--- config.mk ---
export PLATFORM = sky130hd
export DESIGN_NAME = cpu_sequencer
export DESIGN_NICKNAME = d
export VERILOG_FILES = /design/src/rtl/cpu_seq_pkg.sv /design/src/rtl/mem_wait_timer.sv /design/src/rtl/cpu_sequencer.sv
export SDC_FILE = /design/constraint.sdc
export NUM_CORES = 1
export LEC_CHECK = 0
export ABC_AREA = 1
export BUFFER_PORTS_ARGS = -buffer_cell sky130_fd_sc_hd__buf_2
export CAP_MARGIN = 20
export CELL_PAD_IN_SITES_DETAIL_PLACEMENT = 0
export CELL_PAD_IN_SITES_GLOBAL_PLACEMENT = 1
export CORE_MARGIN = 3
export CORE_UTILIZATION = 38
export DETAILED_ROUTE_END_ITERATION = 8
export GPL_TIMING_DRIVEN = 0
export PLACE_DENSITY_LB_ADDON = 0.1
export SYNTH_ARGS = -nofsm -noshare
export SYNTH_HDL_FRONTEND = slang
export SYNTH_SLANG_ARGS = --single-unit
--- constraint.sdc ---
create_clock -name CLK -period 1.75 [get_ports CLK]
set_clock_uncertainty 0.05 [all_clocks]
set_input_delay 0 -clock CLK [delete_from_list [all_inputs] [get_ports CLK]]
set_output_delay 0 -clock CLK [all_outputs]
set_load 0.02 [all_outputs]
--- src/rtl/cpu_seq_pkg.sv ---
`default_nettype none
// ============================================================================
// Module      : cpu_seq_pkg
// Description : Shared types for the CPU instruction sequencer: state
//               encoding, opcode map and opcode classification helpers.
// Revision    : 1.0 - initial release
// ============================================================================
package cpu_seq_pkg;

  // Encodings are visible on the STATE debug port, so values are fixed.
  typedef enum logic [2:0] {
    S_IDLE    = 3'd0,
    S_FETCH   = 3'd1,
    S_DECODE  = 3'd2,
    S_READ_OP = 3'd3,
    S_EXEC    = 3'd4,
    S_WRITE   = 3'd5,
    S_HALT    = 3'd6,
    S_ERROR   = 3'd7
  } state_t;

  localparam logic [3:0] c_OP_NOP   = 4'h0;
  localparam logic [3:0] c_OP_LOAD  = 4'h8;
  localparam logic [3:0] c_OP_STORE = 4'h9;
  localparam logic [3:0] c_OP_LDI   = 4'hA;
  localparam logic [3:0] c_OP_JMP   = 4'hB;
  localparam logic [3:0] c_OP_JZ    = 4'hC;
  localparam logic [3:0] c_OP_HALT  = 4'hF;

  // ALU opcodes occupy 0x1..0x7; bit 2 then selects logic vs arithmetic.
  function automatic logic op_is_alu(input logic [3:0] op);
    return (op[3] == 1'b0) && (op != c_OP_NOP);
  endfunction

  // States that hold a memory request open until MEM_ACK.
  function automatic logic state_is_mem(input state_t s);
    return (s == S_FETCH) || (s == S_READ_OP) || (s == S_WRITE);
  endfunction

endpackage
`default_nettype wire

--- src/rtl/mem_wait_timer.sv ---
`default_nettype none
// ============================================================================
// Module      : mem_wait_timer
// Description : Memory wait watchdog. Counts request cycles that end without
//               an acknowledge and flags the cycle in which the budget of
//               TIMEOUT unacknowledged cycles is used up.
// Revision    : 1.0 - initial release
// ============================================================================
module mem_wait_timer #(
  parameter int TIMEOUT = 8   // legal range 2..15
) (
  input  logic clk,
  input  logic rst_n,
  input  logic start,    // a memory state is being entered at this edge
  input  logic active,   // a request is outstanding this cycle
  input  logic ack,      // memory acknowledge this cycle
  output logic expired   // this is the last allowed cycle and it has no ack
);

  localparam logic [3:0] c_LAST = 4'(TIMEOUT - 1);

  logic [3:0] r_count;

  // Count completed request cycles without an ack; restart on each new access.
  always_ff @(posedge clk or negedge rst_n) begin
    if (!rst_n) begin
      r_count <= '0;
    end else if (start) begin
      r_count <= '0;
    end else if (active && !ack) begin
      r_count <= r_count + 4'd1;
    end
  end

  // An ack in the last allowed cycle still wins over expiry.
  assign expired = active && !ack && (r_count == c_LAST);

endmodule
`default_nettype wire

--- src/rtl/cpu_sequencer.sv ---
`default_nettype none
// ============================================================================
// Module      : cpu_sequencer
// Description : Multi-cycle instruction sequencer for the 19-bit CPU. Walks
//               each instruction through fetch, decode, operand read, execute
//               and write-back using a req/ack memory handshake guarded by a
//               wait watchdog. Strobes are decoded from the registered state;
//               status outputs and the retired-instruction count are
//               registered.
// Revision    : 1.0 - initial release
// ============================================================================
module cpu_sequencer #(
  parameter int ADDR_WIDTH = 12,   // informational, no address path inside
  parameter int TIMEOUT    = 8,    // legal range 2..15
  parameter int CNT_WIDTH  = 16
) (
  input  logic                 CLK,
  input  logic                 RST_N,
  input  logic                 EN,
  input  logic [3:0]           OPCODE,
  input  logic                 ZA,
  input  logic                 MEM_ACK,
  output logic                 MEM_REQ,
  output logic                 WR_EN_DM,
  output logic                 LOAD_IR,
  output logic                 LOAD_PC,
  output logic                 INC_PC,
  output logic                 LOAD_A,
  output logic                 LOAD_B,
  output logic                 LOAD_C,
  output logic                 MODE,
  output logic                 SEL_A,
  output logic                 SEL_B,
  output logic                 BUSY,
  output logic                 HALTED,
  output logic                 ERR,
  output logic [2:0]           STATE,
  output logic [CNT_WIDTH-1:0] INSTR_COUNT
);

  import cpu_seq_pkg::*;

  state_t                 r_state;
  state_t                 w_next_state;
  logic                   r_busy;
  logic                   r_halted;
  logic                   r_err;
  logic [CNT_WIDTH-1:0]   r_instr_count;

  logic w_retire;
  logic w_halt_retire;
  logic w_count_inc;
  logic w_timer_start;
  logic w_expired;

  logic w_mem_req;
  logic w_wr_en_dm;
  logic w_load_ir;
  logic w_load_pc;
  logic w_inc_pc;
  logic w_load_a;
  logic w_load_b;
  logic w_load_c;
  logic w_mode;
  logic w_sel_a;
  logic w_sel_b;

  // Address width only documents the surrounding datapath.
  logic w_unused_addr_width;
  assign w_unused_addr_width = (ADDR_WIDTH > 0);

  // Next-state selection; a retiring instruction samples EN to pick FETCH or IDLE.
  always_comb begin
    w_next_state  = r_state;
    w_retire      = 1'b0;
    w_halt_retire = 1'b0;
    case (r_state)
      S_IDLE: begin
        if (EN) w_next_state = S_FETCH;
      end
      S_FETCH: begin
        if (MEM_ACK)        w_next_state = S_DECODE;
        else if (w_expired) w_next_state = S_ERROR;
      end
      S_DECODE: begin
        if (op_is_alu(OPCODE)) begin
          w_next_state = S_EXEC;
        end else begin
          case (OPCODE)
            c_OP_NOP:                      w_retire     = 1'b1;
            c_OP_LDI, c_OP_JMP, c_OP_JZ:   w_next_state = S_EXEC;
            c_OP_LOAD:                     w_next_state = S_READ_OP;
            c_OP_STORE:                    w_next_state = S_WRITE;
            c_OP_HALT: begin
              w_next_state  = S_HALT;
              w_halt_retire = 1'b1;
            end
            default:                       w_next_state = S_ERROR;
          endcase
        end
      end
      S_READ_OP, S_WRITE: begin
        if (MEM_ACK)        w_retire     = 1'b1;
        else if (w_expired) w_next_state = S_ERROR;
      end
      S_EXEC: begin
        w_retire = 1'b1;
      end
      default: begin
        w_next_state = r_state;   // HALT and ERROR only leave through reset
      end
    endcase
    if (w_retire) w_next_state = EN ? S_FETCH : S_IDLE;
  end

  assign w_count_inc   = w_retire || w_halt_retire;
  assign w_timer_start = state_is_mem(w_next_state) && (w_next_state != r_state);

  mem_wait_timer #(
    .TIMEOUT (TIMEOUT)
  ) u_mem_wait_timer (
    .clk     (CLK),
    .rst_n   (RST_N),
    .start   (w_timer_start),
    .active  (w_mem_req),
    .ack     (MEM_ACK),
    .expired (w_expired)
  );

  // Combinational strobe decode from the registered state and live inputs.
  always_comb begin
    w_mem_req  = 1'b0;
    w_wr_en_dm = 1'b0;
    w_load_ir  = 1'b0;
    w_load_pc  = 1'b0;
    w_inc_pc   = 1'b0;
    w_load_a   = 1'b0;
    w_load_b   = 1'b0;
    w_load_c   = 1'b0;
    w_mode     = 1'b0;
    w_sel_a    = 1'b0;
    w_sel_b    = 1'b0;
    case (r_state)
      S_FETCH: begin
        w_mem_req = 1'b1;
        if (MEM_ACK) begin
          w_load_ir = 1'b1;
          w_inc_pc  = 1'b1;
        end
      end
      S_READ_OP: begin
        w_mem_req = 1'b1;
        w_sel_b   = 1'b1;
        if (MEM_ACK) begin
          w_load_a = 1'b1;
          w_load_b = 1'b1;
        end
      end
      S_EXEC: begin
        if (op_is_alu(OPCODE)) begin
          w_load_c = 1'b1;
          w_mode   = OPCODE[2];
        end else begin
          case (OPCODE)
            c_OP_LDI: begin
              w_load_c = 1'b1;
              w_sel_a  = 1'b1;
            end
            c_OP_JMP: begin
              w_load_pc = 1'b1;
              w_sel_b   = 1'b1;
            end
            c_OP_JZ: begin
              w_load_pc = ZA;
              w_sel_b   = 1'b1;
            end
            default: begin
              w_load_c = 1'b0;
            end
          endcase
        end
      end
      S_WRITE: begin
        w_mem_req  = 1'b1;
        w_wr_en_dm = 1'b1;
        w_sel_b    = 1'b1;
      end
      default: begin
        w_mem_req = 1'b0;
      end
    endcase
  end

  // State register with status flags and retire counter registered alongside.
  always_ff @(posedge CLK or negedge RST_N) begin
    if (!RST_N) begin
      r_state       <= S_IDLE;
      r_busy        <= 1'b0;
      r_halted      <= 1'b0;
      r_err         <= 1'b0;
      r_instr_count <= '0;
    end else begin
      r_state  <= w_next_state;
      r_busy   <= (w_next_state != S_IDLE) && (w_next_state != S_HALT) &&
                  (w_next_state != S_ERROR);
      r_halted <= (w_next_state == S_HALT);
      r_err    <= (w_next_state == S_ERROR);
      if (w_count_inc) r_instr_count <= r_instr_count + CNT_WIDTH'(1);
    end
  end

  assign MEM_REQ     = w_mem_req;
  assign WR_EN_DM    = w_wr_en_dm;
  assign LOAD_IR     = w_load_ir;
  assign LOAD_PC     = w_load_pc;
  assign INC_PC      = w_inc_pc;
  assign LOAD_A      = w_load_a;
  assign LOAD_B      = w_load_b;
  assign LOAD_C      = w_load_c;
  assign MODE        = w_mode;
  assign SEL_A       = w_sel_a;
  assign SEL_B       = w_sel_b;
  assign BUSY        = r_busy;
  assign HALTED      = r_halted;
  assign ERR         = r_err;
  assign STATE       = r_state;
  assign INSTR_COUNT = r_instr_count;

endmodule
`default_nettype wire

======== Yosys cells after proc, flatten, opt, wreduce, memory -nomap -nowiden ========
Cells that the tools add are included.
operators by class
  add/sub/neg operators ................... 2
  eq/ne operators ......................... 20
  mux-type cells .......................... 35
  bitwise gates (word level) .............. 1
  reduce and logical (&&, ||, !) cells .... 19
operator list
  operator                                             number
  equality test 4 bit, second input constant           6
  two-way mux 1 bit                                    22
  two-way mux 3 bit                                    6
  adder 16 x 1 -> 16 bit, second input constant        1
  equality test 3 bit, second input constant           5
  one-hot mux 3 bit (5 select lines)                   1
  one-hot mux 3 bit (4 select lines)                   1
  equality test 3 x 2 -> 1 bit, second input constant  3
  two-way mux 4 bit                                    2
  equality test 3 x 1 -> 1 bit, second input constant  2
  logical AND 1 bit                                    6
  inequality test 3 bit, second input constant         2
  OR reduction 3 bit                                   2
  adder 4 x 1 -> 4 bit, second input constant          1
  equality test 4 x 3 -> 1 bit, second input constant  1
  zero test 4 bit                                      1
  one-hot mux 1 bit (2 select lines)                   2
  nonzero test 4 bit                                   1
  OR reduction 2 bit                                   2
  zero test 3 bit                                      1
  logical OR 1 bit                                     3
  inequality test 3 bit                                1
  one-hot mux 1 bit (3 select lines)                   1
  nonzero test 3 bit                                   1
  3 further kinds                                      3
storage, ports and cells
  register bits ........................... 26
  output and inout bits ................... 33
  logic and storage cells ................. 83

======== Longest topological paths before layout ========
Gate-level depths: netlist of the first run.
  word-level depth ........................ 14
  mapped depth ............................ 13
  gate-level depth less buffers ........... 13

======== Cells and area by module ========
A second synthesis of the first run with hierarchy kept.
unflattened totals
  cells, all modules ...................... 249
  area total of the unflattened synthesis .. 1806.7 sq um
by module, submodules not included
  module          instances  cells each  area each (sq um)  sequential area each (sq um)
  cpu_sequencer   1          221         1584.0             550.5
  mem_wait_timer  1          28          222.7              100.1

======== Least setup slack after synthesis of the first run ========
OpenSTA, ideal clock, no wires.
  kind .................................... register to register
  from .................................... register r_state[1] (netlist: STATE[1])
  to ...................................... register u_mem_wait_timer.r_count[0]
  library setup time ...................... 77 ps
  arrival ................................. 1694 ps
  setup slack ............................. -72 ps
  stages on the path, launching flop included .. 13
  buffers on the path ..................... 1
  period minus slack after synthesis ...... 1822 ps
  cell sequence ........................... dfrtp_1 > buf_2 > nand2_1 > inv_1 > nor2_1 > nand2_1 > nand3_1 > nand2_2 > clkinv_2 > nand2_2 > nand2_1 > inv_2 > a21oi_1
between the ends
  longest elaborated chain between the ends .. 14
  elaborated cells on any way between the ends .. 29
RTL lines
  element                                                                       line                                       RTL
  start: declaration                                                            cpu_sequencer.sv:43                        state_t r_state;
  start signal: assignment                                                      cpu_sequencer.sv:203                       r_state <= w_next_state;
  equality test 3 x 2 -> 1 bit, or another cell as far along                    cpu_sequencer.sv:143                       case (r_state)
  OR reduction 3 bit (no source line) *                                         -
  two-way mux 1 bit *                                                           cpu_sequencer.sv:143
  named net MEM_REQ                                                             cpu_sequencer.sv:23                        output logic MEM_REQ,
  logical AND 1 bit * (2 in a row)                                              mem_wait_timer.sv:36                       assign expired = active && !ack && (r_count == c_LAST);
  two-way mux 3 bit *                                                           cpu_sequencer.sv:83, cpu_sequencer.sv:104
  two-way mux 3 bit (on tied branches)                                          cpu_sequencer.sv:103, cpu_sequencer.sv:82
  one-hot mux 3 bit (4 select lines) *                                          cpu_sequencer.sv:77                        case (r_state)
  two-way mux 3 bit *                                                           cpu_sequencer.sv:113                       if (w_retire) w_next_state = EN ? S_FETCH : S_IDLE;
  named net w_next_state[1]                                                     cpu_sequencer.sv:44                        state_t w_next_state;
  equality test 3 x 1 -> 1 bit or equality test 3 x 2 -> 1 bit (tied branches)  cpu_seq_pkg.sv:37                          return (s == S_FETCH) || (s == S_READ_OP) || (s == S_WRITE);
  logical OR 1 bit (2 in a row)                                                 cpu_seq_pkg.sv:37
  logical AND 1 bit *                                                           cpu_sequencer.sv:117                       assign w_timer_start = state_is_mem(w_next_state) && (w_next_state != r_state);
  two-way mux 4 bit or nonzero test 2 bit (tied branches)                       -
  end signal: assignment                                                        mem_wait_timer.sv:31                       r_count <= r_count + 4'd1;
  end: declaration                                                              mem_wait_timer.sv:22                       logic [3:0] r_count;
The timed path passes the listed nets; every way through them passes the cells marked *.
A chain may end at the register's enable or synchronous reset.

======== Worst setup path after layout of the first run ========
  from .................................... register r_state[1] (netlist: STATE[1])
  to ...................................... register u_mem_wait_timer.r_count[2]
between the ends
  longest elaborated chain between the ends .. 14
  elaborated cells on any way between the ends .. 29
RTL lines
  element                                                                       line
  equality test 3 x 2 -> 1 bit, or another cell as far along                    cpu_sequencer.sv:77, cpu_sequencer.sv:143
  OR reduction 3 bit (no source line)                                           -
  two-way mux 1 bit                                                             cpu_sequencer.sv:143
  logical AND 1 bit                                                             mem_wait_timer.sv:30, mem_wait_timer.sv:36
  logical AND 1 bit                                                             mem_wait_timer.sv:36
  two-way mux 3 bit                                                             cpu_sequencer.sv:83, cpu_sequencer.sv:104
  two-way mux 3 bit (on tied branches)                                          cpu_sequencer.sv:103, cpu_sequencer.sv:82
  one-hot mux 3 bit (4 select lines)                                            cpu_sequencer.sv:77
  two-way mux 3 bit                                                             cpu_sequencer.sv:113
  equality test 3 x 1 -> 1 bit or equality test 3 x 2 -> 1 bit (tied branches)  cpu_seq_pkg.sv:37
  logical OR 1 bit (2 in a row)                                                 cpu_seq_pkg.sv:37
  logical AND 1 bit                                                             cpu_sequencer.sv:117
  two-way mux 4 bit or nonzero test 2 bit (tied branches)                       -
Parallel ways exist; a longest one is shown, timed or not.

==> results of run 1 <==
-- registers in the layout, indices dropped and copies added (netlist names) --
signal and count:
INSTR_COUNT 16, u_mem_wait_timer.r_count 4, STATE 3, BUSY 1, ERR 1, HALTED 1
-- layer usage --
layer,up-vias,part of all wire [%]
met5,-,0
met4,0,1.1
met2,34,40
met3,4,4.8
met1,713,54
li1,820,-
-- report_power, final --
group | switching [W] | leakage (nW) | internal, W
logic | 0.00116 | 0.752 | 0.000665
clock network | 0.000186 | 0.0288 | 0.000201
registers | 0.000180 | 0.339 | 0.000754
total | 0.00152 | 1.12 | 0.00162
-- worst max-delay path by stage --
| stage | startpoint | to | slack (ps) | cells past startpoint |
|---|---|---|---|---|
| detailed placement | STATE[1]$_DFF_PN0_ | u_mem_wait_timer.r_count[1]$_DFFE_PN0P_ | -40 | 9 |
| global route | STATE[1]$_DFF_PN0_ | u_mem_wait_timer.r_count[2]$_DFFE_PN0P_ | -90 | 10 |
| finish | STATE[1]$_DFF_PN0_ | u_mem_wait_timer.r_count[2]$_DFFE_PN0P_ | 40 | 10 |
| global placement | STATE[2]$_DFF_PN0_ | u_mem_wait_timer.r_count[1]$_DFFE_PN0P_ | -50 | 9 |
| CTS | STATE[1]$_DFF_PN0_ | u_mem_wait_timer.r_count[1]$_DFFE_PN0P_ | 6 | 10 |
| floorplan | STATE[1]$_DFF_PN0_ | u_mem_wait_timer.r_count[0]$_DFFE_PN0P_ | 40 | 12 |
-- cell families after synthesis --
group | Yosys count
AOI/OAI and AO/OA | 22
xor gates and xnor gates | 17
adders and majority gates | 2
buffers and inverters | 28
DFF | 26
muxes | 2
and+or+nand+nor | 122
-- cells in the final DEF (no fill, tap or decap), types with 10 or more instances in the layout --
master,count
inv_1,15
xor2_1,14
buf_2,42
nand2_1,49
a21oi_1,10
buf_4,11
nand3_1,14
nand2_2,10
nor2_1,18
dfrtp_1,24
-- final cells by class --
class	count	area (um^2)	area share (%)
plain buffers	4	31.28	1.420
flip-flops and latches	26	653.1	29.64
clock buffers	4	55.05	2.499
inverters	24	98.84	4.486
multi-input cells	165	1010	45.83
repair buffers	52	292.8	13.29
well taps	50	62.56	2.839
-- what timing repair did --
action	in CTS	in global routing
gates resized for setup	7	14
setup buffers	1	8
hold buffers	2	0
endpoints found under the setup margin	13	16
pin swaps	3	7
hold endpoints to repair	27	0
cloned	0	0
-- metrics by stage --
stage | cells | cell area [um^2] | TNS, ps | power (W) | utilization, %
2_1_floorplan | 219 | 1725 | 0 | 0.002086 | -
3_3_place_gp | 310 | 1993 | -267.2 | 0.002523 | 47.77
3_5_place_dp | 310 | 1993 | -180.6 | 0.002523 | 47.77
4_1_cts | 317 | 2096 | 0 | 0.002965 | 50.22
5_1_grt | 325 | 2203 | -333.2 | 0.003399 | 52.80
6_report | 325 | 2203 | 0 | 0.003141 | 52.80
-- critical path, stage by stage, from the launching register on --
cell and delay, ps:
dfrtp_1 400, buf_6 150, nand2_1 90, nand2_2 80, nand3_4 100, inv_4 50, nor2_8 160, nand2_2 80
nand2_1 60, nand4_1 220, a21oi_1 200
==> impl_metrics.env, run 1 <==
export IMPL_status="finished, final reports clean"
export IMPL_gp_congestion=0.7660
export IMPL_gr_total_overflow=0
export IMPL_synthSimpleGateAreaFrac_pct=37.14
export IMPL_syn_to_final_growth_pct=28.26
export IMPL_synthMuxAreaShare_pct=1.238
export IMPL_synth_compound_area_share_pct=6.846
export IMPL_yosys_top_cells_area="dfrtp_1, nand2_1, xor2_1"
export IMPL_timing_fmax_mhz=584.4
export IMPL_synth_most_common_cell="nand2_1"
export IMPL_cts_buffer_depth=2
export IMPL_die_area_um2=5363
export IMPL_worst_hold_slack_ps=95.18
export IMPL_ys_types=35
export IMPL_cap_violations=0
export IMPL_clock_sinks=26
export IMPL_period_needed_ps=1711
export IMPL_synth_fp_nets=230
export IMPL_avgSynthCellArea_um2=7.844
export IMPL_wl_per_cell_um=11.98
export IMPL_firstDrtPassIters=4
export IMPL_synth_largest_area_cell="dfrtp_1"
export IMPL_met2_usage_pct=19.96
export IMPL_holdCritStartpoint="MEM_ACK"
export IMPL_drt_iter0_markers=69
export IMPL_ir_drop_mv=0.6369
export IMPL_die_y_um=73.24
export IMPL_setup_viol=0
export IMPL_cp_end_kind="register"
export IMPL_cp_max_fo=8
export IMPL_yosys_area_share_adder_pct=1.457
export IMPL_r2r_cells=10
export IMPL_cts_tree="yes"
export IMPL_r2r_end="u_mem_wait_timer.r_count[2]$_DFFE_PN0P_"
export IMPL_met1_usage_pct=25.34
export IMPL_grtUsageMet3_pct=2.342
export IMPL_io_pins=42
export IMPL_hold_viol_final=0
export IMPL_cp_start_kind="register"
export IMPL_row_count=23
export IMPL_dpl_worst_slack_ps=-44.42
export IMPL_cts_inserted_buffers=3
export IMPL_holdPathEnd="STATE[2]$_DFF_PN0_"
export IMPL_grt_usage_pct=15.27
export IMPL_syn_area_um2=1718
export IMPL_grt_pass1_wl_um=6513
export IMPL_synthXorXnorAreaFrac_pct=8.667
export IMPL_postRouteAntennaNets=0
export IMPL_relSlewSlack_pct=60.52
export IMPL_hpwl_um=2992
export IMPL_drcViolationCount=0
export IMPL_worstMarginPinSlew_ps=592.2
export IMPL_coreArea_um2=4173
export IMPL_synth_top_area_share_pct=37.87
export IMPL_io_buffers=41
export IMPL_ys_seq_area_share_pct=37.87
export IMPL_synth_top_family_by_area="simple AND/OR/NAND/NOR gates"
export IMPL_final_max_slew_viol_count=0
export IMPL_cp_arrival_ps=1860
export IMPL_rsz0062_at_grt="true"
export IMPL_cts_root_buf="clkbuf_8"
export IMPL_busiest_layer="met1"
export IMPL_die_x_um=73.24
export IMPL_crit_type="reg2reg"
export IMPL_start_util_pct=41.17
export IMPL_antennaDiodeCount=0
export IMPL_synth_cells=219
export IMPL_clk_pin_slew_ps=80
export IMPL_r2r_setup_slack_ps=40
export IMPL_r2r_start="STATE[1]$_DFF_PN0_"
export IMPL_nets=287
export IMPL_ys_top_cells_by_count="nand2_1, dfrtp_1, nor2_1"
export IMPL_ys_async_sr_fraction_pct=100.0
export IMPL_grt_max_degree=27
export IMPL_p_leak_nw=1.120
export IMPL_clk_insertion_delay_late_ps=270
export IMPL_hold_class="in2reg"
export IMPL_grt_pass1_vias=1308
export IMPL_antenna_found_initial=0
export IMPL_power_density_nw_per_um2=1426
export IMPL_synth_edf_count=0
export IMPL_period_share_pct=97.77
export IMPL_fillers=420
export IMPL_fin_ws_ps=38.96
export IMPL_drive_gt1_share_pct=36.00
export IMPL_route_vias_total=1571
export IMPL_yosys_most_used_dff="dfrtp_1"
export IMPL_vias_per_cell=4.834
export IMPL_drt_total_wl_um=3894
export IMPL_synth_warnings=0
export IMPL_htree_levels=1
export IMPL_min_path_cells=4
export IMPL_required_ps=1900
export IMPL_ys_ff_latch=26
No activity file was read; power rests on OpenSTA's default activity.
==> inputs of run 2 (changes only) <==
REMOVE_ABC_BUFFERS = 1   (was default)
==> run 2 against run 1 <==
  * Critical path type unchanged
  * Die area unchanged
  * The flow now finishes with violations (negative setup slack)
  * Largest cell class unchanged
  * Utilization increased by 0.81 points
  * Sequential share of layout area decreased by 0.39 points
  * Highest routed layer unchanged
  * Critical endpoint is now u_mem_wait_timer.r_count[3]$_DFFE_PN0P_
==> impl_metrics.env, run 2 (same netlist as run 1, synthesis figures left out) <==
export IMPL_grt_pass1_vias=1361
export IMPL_p_total_w=0.003257
export IMPL_multi_input_area_um2=1021
export IMPL_setup_viol=2
export IMPL_relSlewSlack_pct=61.47
export IMPL_cts_root_buf="clkbuf_8"
export IMPL_fillers=405
export IMPL_cap_violations=0
export IMPL_fin_cells=327
export IMPL_cts_buffer_depth=2
export IMPL_status="finished, violations left"
export IMPL_p_leak_nw=1.123
export IMPL_rsz0062_at_grt="true"
export IMPL_period_needed_ps=1755
export IMPL_ir_drop_mv=0.5173
export IMPL_die_area_um2=5363
export IMPL_drt_iter0_markers=67
export IMPL_htree_levels=1
export IMPL_cp_max_fo=7
export IMPL_grt_pass1_wl_um=6582
export IMPL_io_pins=42
export IMPL_antenna_found_initial=0
export IMPL_power_density_nw_per_um2=1456
export IMPL_layout_common_cells="nand2_1, buf_2, dfrtp_1"
export IMPL_required_ps=1900
export IMPL_critical_path_cell_chain="inv_4 > nor2_4 > inv_2 > nand2_2 > nand3_2 > inv_2 > nor2_8 > nand2_4 > nand2_2 > nand4_1 > a21oi_1"
export IMPL_drcViolationCount=0
export IMPL_die_y_um=73.24
export IMPL_cts_inserted_buffers=3
export IMPL_clk_insertion_delay_late_ps=270
export IMPL_clock_sinks=26
export IMPL_io_buffers=41
export IMPL_largest_reg_flops=16
export IMPL_seqCellArea_um2=654.4
export IMPL_hold_viol_final=0
export IMPL_vias_per_cell=4.804
export IMPL_grt_max_degree=27
export IMPL_firstDrtPassIters=4
export IMPL_hpwl_um=2974
export IMPL_hold_class="in2reg"
export IMPL_setup_tns_ps=-7.624
export IMPL_cpPeakStageDelay_ps=490
export IMPL_drive_gt1_share_pct=37.55
export IMPL_route_vias_total=1571
export IMPL_row_count=23
export IMPL_violations="negative setup slack"
export IMPL_gr_total_overflow=0
export IMPL_cp_arrival_ps=1900
export IMPL_gp_congestion=0.8025
export IMPL_crit_type="reg2reg"
export IMPL_dpl_worst_slack_ps=-70.59
export IMPL_grt_usage_pct=15.33
export IMPL_placed_cells=306
export IMPL_cts_tree="yes"
export IMPL_cp_start_kind="register"
export IMPL_wl_per_cell_um=12.18
export IMPL_cp_end_kind="register"
export IMPL_cp_slowest_cell="dfrtp_2"
export IMPL_start_util_pct=41.17
export IMPL_worstMarginPinSlew_ps=577.9
export IMPL_fin_ws_ps=-5.105
export IMPL_min_path_cells=3
export IMPL_nets=289
export IMPL_period_share_pct=100.3
export IMPL_layout_commonest_cell="nand2_1"
export IMPL_coreArea_um2=4173
export IMPL_clk_pin_slew_ps=90
export IMPL_postRouteAntennaNets=0
export IMPL_die_x_um=73.24
export IMPL_place_area_um2=1961
export IMPL_stdcell_area_um2=2237
export IMPL_timing_fmax_mhz=569.8
export IMPL_syn_to_final_growth_pct=30.23
export IMPL_antennaDiodeCount=0
export IMPL_r2r_cells=11
export IMPL_final_max_slew_viol_count=0
export IMPL_drt_total_wl_um=3983
==> run 2: cell count changes in the layout (fill, tap and decap cells not counted), moves of 2 or more <==
cell     change
buf_4        +4
a21oi_1      -2
nand2_2      -2
a21oi_2      +2
==> run 2: through the flow <==
step,util (%),hold slack (ps)
2_1_floorplan,-,-345.6
3_3_place_gp,46.99,-18.25
3_5_place_dp,46.99,-6.831
4_1_cts,48.94,1.623
5_1_grt,53.61,38.63
6_report,53.61,27.30
==> run 2: worst paths after layout <==
kind                       slack, ps                                 endpoint                        from
setup / recovery                  -5  u_mem_wait_timer.r_count[3]$_DFFE_PN0P_          STATE[0]$_DFF_PN0_
hold / removal                    30                       STATE[0]$_DFF_PN0_                          EN
setup reg to reg                  -5  u_mem_wait_timer.r_count[3]$_DFFE_PN0P_          STATE[0]$_DFF_PN0_
hold reg to reg                  480               INSTR_COUNT[6]$_DFFE_PN0P_  INSTR_COUNT[6]$_DFFE_PN0P_
max in group asynchronous       1030                       STATE[2]$_DFF_PN0_                       RST_N
min in group asynchronous        200  u_mem_wait_timer.r_count[1]$_DFFE_PN0P_                       RST_N
==> run 2: layout make-up <==
class,instances,share of cell area (%)
well taps,50,2.796
inverters,24,4.306
repair buffers,58,15.55
flip-flops and latches,26,29.25
multi-input cells,165,45.64
clock buffers,4,2.461
==> run 2: per-layer routing <==
metal  wire length [um]  global-route usage, %  share of wire, %  vias to the layer above
met5                  0                      0                 0                        -
met4                 43                  3.074               1.1                        0
met3                204                  1.653               5.1                        6
met2               1657                  21.35                42                       35
met1               2078                  25.00                52                      703
li1                   -                      -                 -                      827
==> run 2: critical path, delay by kind of cell, from the launching register on <==
family | cells | cell delay (ps)
AND/OR/NAND/NOR | 7 | 720
AO/OA/AOI/OAI | 1 | 210
buffers and inverters | 3 | 210
flip-flops | 1 | 490
==> run 2: timing repair <==
action / 4_1_cts / 5_1_grt
hold buffers: 1 / 0
pin swaps: 0 / 11
hold endpoints to repair: 26 / 0
endpoints found under the setup margin: 8 / 9
resized for setup: 5 / 17
setup buffers: 1 / 15
==> run 2: where the power goes <==
part / total (W) / internal [W] / switching [W]
registers: 0.000947 / 0.000755 / 0.000191
logic: 0.00191 / 0.000733 / 0.00118
clock network: 0.000396 / 0.000201 / 0.000195
total: 0.00326 / 0.00169 / 0.00157
==> inputs of run 3 (changes only) <==
==> constraint.sdc (replaced) <==
create_clock -name CLK -period 1.75 [get_ports CLK]
set_clock_uncertainty 0.05 [all_clocks]
set_input_delay 0.35 -clock CLK [delete_from_list [all_inputs] [get_ports CLK]]
set_output_delay 0.35 -clock CLK [all_outputs]
set_load 0.02 [all_outputs]
==> run 3 against run 2 <==
  * The run still ends with negative setup slack left
  * Combinational power increased by 2%
  * Flip-flop and latch count unchanged
  * Critical path depth shrank 6
  * Total power up 0.91%
==> impl_metrics.env, run 3 (same netlist as run 1, synthesis figures left out) <==
export IMPL_fillers=404
export IMPL_fin_ws_ps=-55.46
export IMPL_nets=286
export IMPL_worstMarginPinSlew_ps=574.9
export IMPL_row_count=23
export IMPL_route_vias_total=1557
export IMPL_required_ps=1350
export IMPL_setup_tns_ps=-158.9
export IMPL_cpPeakStageDelay_ps=490
export IMPL_cp_max_fo=7
export IMPL_period_needed_ps=1805
export IMPL_cp_start_kind="register"
export IMPL_dpl_worst_slack_ps=-74.02
export IMPL_hold_buffers=0
export IMPL_cap_violations=0
export IMPL_wl_per_cell_um=12.22
export IMPL_vias_per_cell=4.806
export IMPL_timing_fmax_mhz=553.9
export IMPL_grt_pass1_wl_um=6672
export IMPL_grt_pass1_vias=1389
export IMPL_htree_levels=1
export IMPL_cts_tree="yes"
export IMPL_crit_type="reg2out"
export IMPL_cts_buffer_depth=2
export IMPL_die_area_um2=5363
export IMPL_relSlewSlack_pct=61.68
export IMPL_cts_inserted_buffers=3
export IMPL_period_share_pct=103.2
export IMPL_drive_gt1_share_pct=39.05
export IMPL_gp_congestion=0.8025
export IMPL_layout_commonest_cell="nand2_1"
export IMPL_clk_pin_slew_ps=100
export IMPL_hold_class="in2async"
export IMPL_syn_to_final_growth_pct=30.81
export IMPL_hpwl_um=2974
export IMPL_drt_total_wl_um=3960
export IMPL_clk_insertion_delay_late_ps=270
export IMPL_drcViolationCount=0
export IMPL_status="finished, violations left"
export IMPL_die_x_um=73.24
export IMPL_coreArea_um2=4173
export IMPL_rsz0062_at_grt="true"
export IMPL_firstDrtPassIters=4
export IMPL_cp_arrival_ps=1410
export IMPL_violations="negative setup slack"
export IMPL_postRouteAntennaNets=0
export IMPL_post_route_util_pct=53.85
export IMPL_grt_usage_pct=15.57
export IMPL_start_util_pct=41.17
export IMPL_hold_viol_final=0
export IMPL_die_y_um=73.24
export IMPL_cts_root_buf="clkbuf_8"
export IMPL_power_density_nw_per_um2=1462
export IMPL_largest_reg_flops=16
export IMPL_grt_max_degree=27
export IMPL_drt_iter0_markers=81
export IMPL_setup_viol=7
export IMPL_p_leak_nw=1.141
export IMPL_final_max_slew_viol_count=0
export IMPL_gr_total_overflow=0
export IMPL_antennaDiodeCount=0
export IMPL_worst_hold_slack_ps=15.56
export IMPL_io_pins=42
export IMPL_clock_sinks=26
export IMPL_crit_buf_inv=3
export IMPL_layout_common_cells="nand2_1, buf_2, dfrtp_1"
export IMPL_cpLargestDelayFamily="flip-flops"
export IMPL_io_buffers=41
export IMPL_cp_slowest_cell="dfrtp_2"
export IMPL_critical_path_cell_chain="buf_4 > inv_2 > nand2_4 > nor3_1 > buf_2"
export IMPL_antenna_found_initial=0
export IMPL_ir_drop_mv=0.4902
export IMPL_cp_end_kind="output pin"
run 3: changes by cell type in the layout (fill, tap and decap cells not counted), moves of 2 or more:
cell     change
buf_2        -6
buf_4        +2
buf_6        +3
nand2_1      -2
nand2_4      +2
o21ai_0      -2
o21ai_1      +2
run 3: final timing paths:
path	startpoint	endpoint	slack, ps	cells after the start
worst max register to register	STATE[1]$_DFF_PN0_	u_mem_wait_timer.r_count[3]$_DFFE_PN0P_	-30	10
worst min-delay path	RST_N	INSTR_COUNT[8]$_DFFE_PN0P_	20	1
max in group asynchronous	RST_N	STATE[1]$_DFF_PN0_	1230	1
worst max-delay path	STATE[1]$_DFF_PN0_	MODE	-60	5
min in group CLK	EN	ERR$_DFF_PN0_	360	3
worst min register to register	INSTR_COUNT[6]$_DFFE_PN0P_	INSTR_COUNT[6]$_DFFE_PN0P_	470	1
run 3: final cells by class:
cell class	count	area, um^2	share of cell area, %
clock buffer	4	55.05	2.450
inverter	24	96.34	4.287
multi-input combinational	165	1042	46.38
sequential	26	654.4	29.12
tap	50	62.56	2.784
timing repair buffer	55	336.6	14.98
run 3: report_power, final:
group          leakage, nW  switching (W)  internal (W)
clock               0.0288       0.000195      0.000201
combinational        0.775        0.00120      0.000747
sequential           0.338       0.000188      0.000756
total                 1.14        0.00158       0.00170
run 3: timing repair:
item,in CTS,in global routing
pin swaps,6,10
gates resized for setup,14,26
setup endpoints to repair,15,18
setup buffers,8,6
endpoints found under the hold margin,0,0
run 3: per-layer routing:
metal,GRT usage (%),vias to the layer above,part of all wire [%]
met2,21.95,28,41
met5,0,-,0
met1,25.19,705,53
met4,3.074,0,0.81
met3,1.653,4,4.4
li1,-,820,-
run 3: through the flow:
stage / total power (W) / cell area [um^2] / std cells
after floorplan: 0.002043 / 1693 / 215
after global placement: 0.002465 / 1961 / 306
after detailed placement: 0.002474 / 1961 / 306
after CTS: 0.003063 / 2118 / 318
after global routing: 0.003533 / 2247 / 324
final: 0.003286 / 2247 / 324
